`config.mk`:
```
export PLATFORM = sky130hd
export DESIGN_NAME = argmax_sel
export DESIGN_NICKNAME = d
export VERILOG_FILES = /design/src/rtl/argmax_sel_pkg.sv /design/src/rtl/argmax_sel.sv
export SDC_FILE = /design/constraint.sdc
export NUM_CORES = 1
export LEC_CHECK = 0
export ABC_AREA = 1
export CAP_MARGIN = 25
export CORE_ASPECT_RATIO = 1.4
export CORE_UTILIZATION = 47
export CTS_CLUSTER_SIZE = 20
export DETAILED_ROUTE_END_ITERATION = 10
export PLACE_DENSITY = 0.77
export SLEW_MARGIN = 10
export SYNTH_ARGS = -nofsm -noshare
export SYNTH_HDL_FRONTEND = slang
export SYNTH_SLANG_ARGS = --single-unit
```
`constraint.sdc`:
```
create_clock -name clk -period 3.25 [get_ports clk]
set_input_delay 0.65 -clock clk [delete_from_list [all_inputs] [get_ports clk]]
set_output_delay 0.65 -clock clk [all_outputs]
set_load 0.02 [all_outputs]
```
`src/rtl/argmax_sel_pkg.sv`:
```
// Shared types and helpers for argmax_sel: FSM state encoding, class-index
// width derivation and the bit position of class j inside the packed score vector.
package argmax_sel_pkg;

   typedef enum logic {
      IDLE = 1'b0,
      SCAN = 1'b1
   } state_e;

   function automatic int cid_width(input int class_num);
      return (class_num > 1) ? $clog2(class_num) : 1;
   endfunction

   // Class 0 occupies the most significant slice of the packed vector.
   function automatic int slice_lsb(input int j, input int class_num, input int d_wl);
      return (class_num - j - 1) * d_wl;
   endfunction

endpackage

```
`src/rtl/argmax_sel.sv`:
```
// Sequential argmax over CLASS_NUM signed scores, one compare per clock.
// Optional build macro ARGMAX_SEL_MARGIN_EN adds a top-1 minus runner-up margin output.
module argmax_sel
   import argmax_sel_pkg::*;
#(
   parameter int  CLASS_NUM = 30,
   parameter int  D_WL      = 16,
   localparam int CID_W     = cid_width(CLASS_NUM)
) (
   input  logic                      clk,
   input  logic                      rst_n,
   input  logic                      in_valid,
   input  logic [CLASS_NUM*D_WL-1:0] d_in,
   output logic                      busy,
   output logic                      o_valid,
   output logic [CID_W-1:0]          class_id,
`ifdef ARGMAX_SEL_MARGIN_EN
   output logic [D_WL:0]             margin,
`endif
   output logic [D_WL-1:0]           max_val
);

   state_e                    state_q;
   logic [CLASS_NUM*D_WL-1:0] buf_q;
   logic signed [D_WL-1:0]    best_val_q;
   logic [CID_W-1:0]          best_idx_q;
   logic [CID_W-1:0]          scan_idx_q;
   logic                      busy_q;
   logic                      o_valid_q;
   logic [CID_W-1:0]          class_id_q;
   logic [D_WL-1:0]           max_val_q;

   logic signed [D_WL-1:0]    first_val;
   logic signed [D_WL-1:0]    cand;
   logic signed [D_WL-1:0]    best_val_d;
   logic [CID_W-1:0]          best_idx_d;
   logic                      gt;
   logic                      last;

`ifdef ARGMAX_SEL_MARGIN_EN
   logic signed [D_WL-1:0]    sec_val_q;
   logic signed [D_WL-1:0]    sec_val_d;
   logic [D_WL:0]             margin_q;
   logic [D_WL:0]             margin_d;
`endif

   assign first_val = $signed(d_in[slice_lsb(0, CLASS_NUM, D_WL) +: D_WL]);

   always_comb begin
      cand       = $signed(buf_q[slice_lsb(int'(scan_idx_q), CLASS_NUM, D_WL) +: D_WL]);
      gt         = (cand > best_val_q);
      best_val_d = gt ? cand : best_val_q;
      best_idx_d = gt ? scan_idx_q : best_idx_q;
      last       = (scan_idx_q == CID_W'(CLASS_NUM - 1));
`ifdef ARGMAX_SEL_MARGIN_EN
      // An equal score lands in the runner-up slot, so ties yield a zero margin.
      if (gt)
         sec_val_d = best_val_q;
      else if (cand >= sec_val_q)
         sec_val_d = cand;
      else
         sec_val_d = sec_val_q;
      margin_d = {best_val_d[D_WL-1], best_val_d} - {sec_val_d[D_WL-1], sec_val_d};
`endif
   end

   always_ff @(posedge clk or negedge rst_n) begin
      if (!rst_n) begin
         state_q    <= IDLE;
         buf_q      <= '0;
         best_val_q <= '0;
         best_idx_q <= '0;
         scan_idx_q <= '0;
         busy_q     <= 1'b0;
         o_valid_q  <= 1'b0;
         class_id_q <= '0;
         max_val_q  <= '0;
`ifdef ARGMAX_SEL_MARGIN_EN
         sec_val_q  <= '0;
         margin_q   <= '0;
`endif
      end else begin
         o_valid_q <= 1'b0;
         case (state_q)
            IDLE: begin
               if (in_valid) begin
                  buf_q      <= d_in;
                  best_val_q <= first_val;
                  best_idx_q <= '0;
                  scan_idx_q <= CID_W'(1);
                  busy_q     <= 1'b1;
                  state_q    <= SCAN;
`ifdef ARGMAX_SEL_MARGIN_EN
                  // Most negative value: the first non-winning compare always claims the slot.
                  sec_val_q  <= {1'b1, {(D_WL-1){1'b0}}};
`endif
               end
            end
            SCAN: begin
               best_val_q <= best_val_d;
               best_idx_q <= best_idx_d;
               scan_idx_q <= scan_idx_q + CID_W'(1);
`ifdef ARGMAX_SEL_MARGIN_EN
               sec_val_q  <= sec_val_d;
`endif
               if (last) begin
                  class_id_q <= best_idx_d;
                  max_val_q  <= best_val_d;
                  o_valid_q  <= 1'b1;
                  busy_q     <= 1'b0;
                  state_q    <= IDLE;
`ifdef ARGMAX_SEL_MARGIN_EN
                  margin_q   <= margin_d;
`endif
               end
            end
            default: state_q <= IDLE;
         endcase
      end
   end

   assign busy     = busy_q;
   assign o_valid  = o_valid_q;
   assign class_id = class_id_q;
   assign max_val  = max_val_q;
`ifdef ARGMAX_SEL_MARGIN_EN
   assign margin   = margin_q;
`endif

endmodule
```
==> results.md <==
Timing:
- The final worst hold slack is 0.0617 ns.
- Setup repair after global routing could not meet its margin everywhere.
- The number of pins exceeding their max-slew limit in the final report is 0.
- Of the available clock period, the critical path in the final layout requires 1.14.
- The total setup violations reported at the end of the flow is 42.
- The final count of hold timing violations came to 0.
- The maximum clock frequency is 269 MHz.
- For the finished layout, the period the worst path requires is 3.72 ns.
- Setup slack on the critical path of the routed design comes to -0.466 ns.
- For the final database, setup skew stands at 0.0248 ns.
- For the pin with the worst max-slew slack, the measured transition is 1.20 ns.
- Measured against its own limit, the worst slew margin works out to 0.201.

Worst setup path:
- STA puts the critical path data arrival time at 4.26 ns.
- The largest individual stage delay along the critical path comes from the cell sky130_fd_sc_hd__dfrtp_4.
- The worst-path maximum fanout is 7.
- The start-to-end type of the worst setup path is reg2reg.
- The data required time at the worst endpoint is 3.79 ns.
- The type of element capturing the critical path is a flip-flop.
- The type of element launching the critical path is a flip-flop.
- The delay of the slowest critical-path stage is 0.52 ns.

Global routing:
- The number of antenna violations at the first check in global routing is 14.
- Entering global routing, the biggest net connects 241 pins.
- The global-route wire length before repair is 137 mm.
- The overall overflow remaining after global route is 0.
- The overall global routing resource usage is 0.326.
- The via count of the first global-routing pass was 24300.

Drt:
- Dividing the detail-routed wire length by the instance count gives 19.7 um.
- In the routed design, unresolved DRC markers number 0.
- The DRC marker count from the first detailed-route iteration is 2598.
- Wires add up to 93.6 mm.
- For this block, the via count after detailed routing is 25400.
- After detailed routing, the number of vias per cell comes to 5.35.
- The first-pass detailed-route iteration total is 7.
- The count of nets left with antenna violations once routing finished came out at 0.

Layout:
- The multi-input combinational cell area is 11700 um^2.
- Compared with the post-synthesis result, the final layout area differs by 39.2%.
- In the layout the commonest cells are 1729 x sky130_fd_sc_hd__nand2_1, 529 x sky130_fd_sc_hd__dfrtp_1, 504 x sky130_fd_sc_hd__clkdlybuf4s50_1.
- The filler cell count in the final layout is 4392.
- The sequential cell area is 13300 um^2.
- The final layout contains 4485 nets.
- The cell area after layout is 35600 um^2.
- The library cell used most frequently in the layout, excluding fill and tap cells, is sky130_fd_sc_hd__nand2_1.
- The fraction of layout cells with a size suffix above 1 is 0.130.
- The share of the core filled with cells is 0.666.

Floorplanning:
- After floorplanning, the core was sized to cover 53400 um^2.
- The vertical die dimension is 278 um.
- The initial cell density of the core is 0.479.
- The floorplan step defined a die boundary enclosing 55400 um^2.
- The floorplan has 100 rows.
- The count of pins on the block boundary is 506.
- The width of the die is 199 um.

Place:
- The global placer's final weighted congestion is 1.01.
- After detailed placement, the total cell area comes to 32000 um^2.
- The count of buffers added on input and output ports is 505.
- Detailed placement finished with a half-perimeter wire length of 63.8 mm.

Pwr:
- The overall power consumption is 47.5 mW.
- In this run the static leakage power is 17.7 nW.
- The highest ir drop seen on vdd is 0.00124 V.
- Power spread over the standard cell area amounts to 1330 nW/um^2.

Synth:
- The synthesized netlist cell count is 3433.
- Of the synthesized area, sequential elements account for 0.519.
- The netlist uses 33 different library cells.
- In this run the cell area of the synthesized design comes to 25600 um^2.
- Each instance of the synthesized netlist takes up on average 7.45 um^2.
- For this run, the number of Yosys warnings is 0.
- The post-synthesis sequential element count is 530.
- The number of nets produced by synthesis is 3934.

Clock network:
- The clock-pin slew on the worst setup and hold paths is 0.06 ns.
- Buffers inserted to repair hold after CTS numbered 0.
- The tree is rooted in a sky130_fd_sc_hd__clkbuf_16.
- The total number of H-tree levels is 2.
- The clock net in this run drives a total of 530 sinks.
- The number of buffers created by CTS is 51.
- The clock tree from TritonCTS is yes.
- The clock tree buffer depth is 3.
- The clock latency of the later-clocked register in the worst-skew pair is 0.61 ns.

Outcome:
- The flow ran to the end, but the final reports show violations.
- The final reports fail on negative setup slack.

Job:
- Max-cap violations in this run came to 0.

Worst hold path:
- The class of the most critical hold timing path is in2async.
## path summary, 6_finish.rpt
kind                                      startpoint                         end  slack (ns)  cells past startpoint
hold / removal                                 rst_n      buf_q[302]$_DFFE_PN0P_        0.06                      1
setup / recovery           scan_idx_q[0]$_DFFE_PN0P_  best_val_q[12]$_DFFE_PN0P_       -0.47                     25
max in group asynchronous                      rst_n       buf_q[97]$_DFFE_PN0P_        2.16                      2
hold reg to reg                buf_q[63]$_DFFE_PN0P_       buf_q[63]$_DFFE_PN0P_        0.47                      2
min in group clk               buf_q[63]$_DFFE_PN0P_       buf_q[63]$_DFFE_PN0P_        0.47                      2
setup reg to reg           scan_idx_q[0]$_DFFE_PN0P_  best_val_q[12]$_DFFE_PN0P_       -0.47                     25
## per-layer routing
layer / share of wire / track usage
met1: 0.39 / 0.429
met5: 0.00035 / 0
met2: 0.48 / 0.514
met3: 0.074 / 0.0388
met4: 0.063 / 0.197
## timing repair
action,CTS,global route
cloned,4,14
gates resized for setup,31,253
endpoints found under the setup margin,42,42
pin swaps,5,91
buffers inserted,20,25
## registers in the layout (all words and copies together) (netlist names)
name / count
buf_q: 480
best_val_q: 16
max_val: 16
best_idx_q: 5
class_id: 5
scan_idx_q: 5
busy: 1
o_valid: 1
state_q: 1
## logic make-up (layout without fill, tap and decap cells)
kind of cell    count (synthesis)  after routing  synth area share
compound gates                292            292            0.0634
xor+xnor                        1              1          0.000636
flops                         530            530             0.519
simple gates                 2287           2287             0.350
other cells                     0             13                 0
fa+ha+maj                      18             18           0.00881
buf+inv                       305            895            0.0581
## power by group
group | switching, mW | internal (mW) | leakage, nW
clock | 2.72 | 3.66 | 0.861
combinational | 16.6 | 12.7 | 10.2
sequential | 1.94 | 9.86 | 6.69
## area by class of cell
class / instances / share of cell area
repair buffers: 717 / 0.212
clock inverters: 27 / 0.00970
diodes: 13 / 0.000914
well taps: 714 / 0.0251
multi-input cells: 2598 / 0.330
flip-flops and latches: 530 / 0.373
inverters: 86 / 0.0100
clock buffers: 65 / 0.0398
## Yosys cell counts
| cell | instances | area share |
|---|---|---|
| sky130_fd_sc_hd__nand2_1 | 1814 | 0.27 |
| sky130_fd_sc_hd__dfrtp_1 | 530 | 0.52 |
| sky130_fd_sc_hd__nor2_1 | 221 | 0.032 |
| sky130_fd_sc_hd__nand3_1 | 216 | 0.042 |
| sky130_fd_sc_hd__o21ai_0 | 175 | 0.034 |
| sky130_fd_sc_hd__buf_2 | 104 | 0.020 |
| sky130_fd_sc_hd__clkbuf_1 | 79 | 0.012 |
| sky130_fd_sc_hd__inv_1 | 79 | 0.012 |
| sky130_fd_sc_hd__o211ai_1 | 46 | 0.014 |
| sky130_fd_sc_hd__o21ai_1 | 32 | 0.0063 |
| sky130_fd_sc_hd__a21oi_1 | 20 | 0.0039 |
| sky130_fd_sc_hd__buf_6 | 20 | 0.0088 |
| sky130_fd_sc_hd__ha_1 | 18 | 0.0088 |
| sky130_fd_sc_hd__buf_4 | 14 | 0.0041 |
| sky130_fd_sc_hd__o22ai_1 | 10 | 0.0024 |
| sky130_fd_sc_hd__nand4_1 | 7 | 0.0017 |
| sky130_fd_sc_hd__or2_2 | 7 | 0.0017 |
| sky130_fd_sc_hd__nor3_1 | 6 | 0.0012 |
| sky130_fd_sc_hd__a21oi_2 | 5 | 0.0017 |
| sky130_fd_sc_hd__inv_2 | 5 | 0.00073 |
| sky130_fd_sc_hd__nand2_2 | 5 | 0.0012 |
| sky130_fd_sc_hd__nor2_2 | 5 | 0.0012 |
| sky130_fd_sc_hd__inv_4 | 2 | 0.00049 |
| sky130_fd_sc_hd__nor3_2 | 2 | 0.00078 |
| sky130_fd_sc_hd__o21ai_2 | 2 | 0.00069 |
| sky130_fd_sc_hd__or2_1 | 2 | 0.00049 |
| sky130_fd_sc_hd__a21o_1 | 1 | 0.00029 |
| sky130_fd_sc_hd__buf_1 | 1 | 0.00015 |
| sky130_fd_sc_hd__clkbuf_4 | 1 | 0.00029 |
| sky130_fd_sc_hd__nand2_4 | 1 | 0.00044 |
| sky130_fd_sc_hd__nor3_4 | 1 | 0.00064 |
| sky130_fd_sc_hd__o2111ai_1 | 1 | 0.00034 |
| sky130_fd_sc_hd__xor2_2 | 1 | 0.00064 |
## stage by stage
step	instances	TNS, ns	setup slack, ns
floorplan	3433	0	0.163
global placement	4582	-11.27	-0.295
detailed placement	4582	-12.57	-0.333
CTS	4698	-7.99	-0.220
global route	4749	-24.03	-0.614
finish	4750	-17.98	-0.466
## worst max-delay path: cells and delay by family, from the launching register on
family / cells / cell delay (ns)
AND/OR/NAND/NOR: 16 / 1.57
flip-flops: 1 / 0.52
buffers and inverters: 4 / 0.57
AO/OA/AOI/OAI: 3 / 0.50
adder cells (fa/ha/maj): 2 / 0.49
Note: power is estimated with default switching activity, not from simulation.
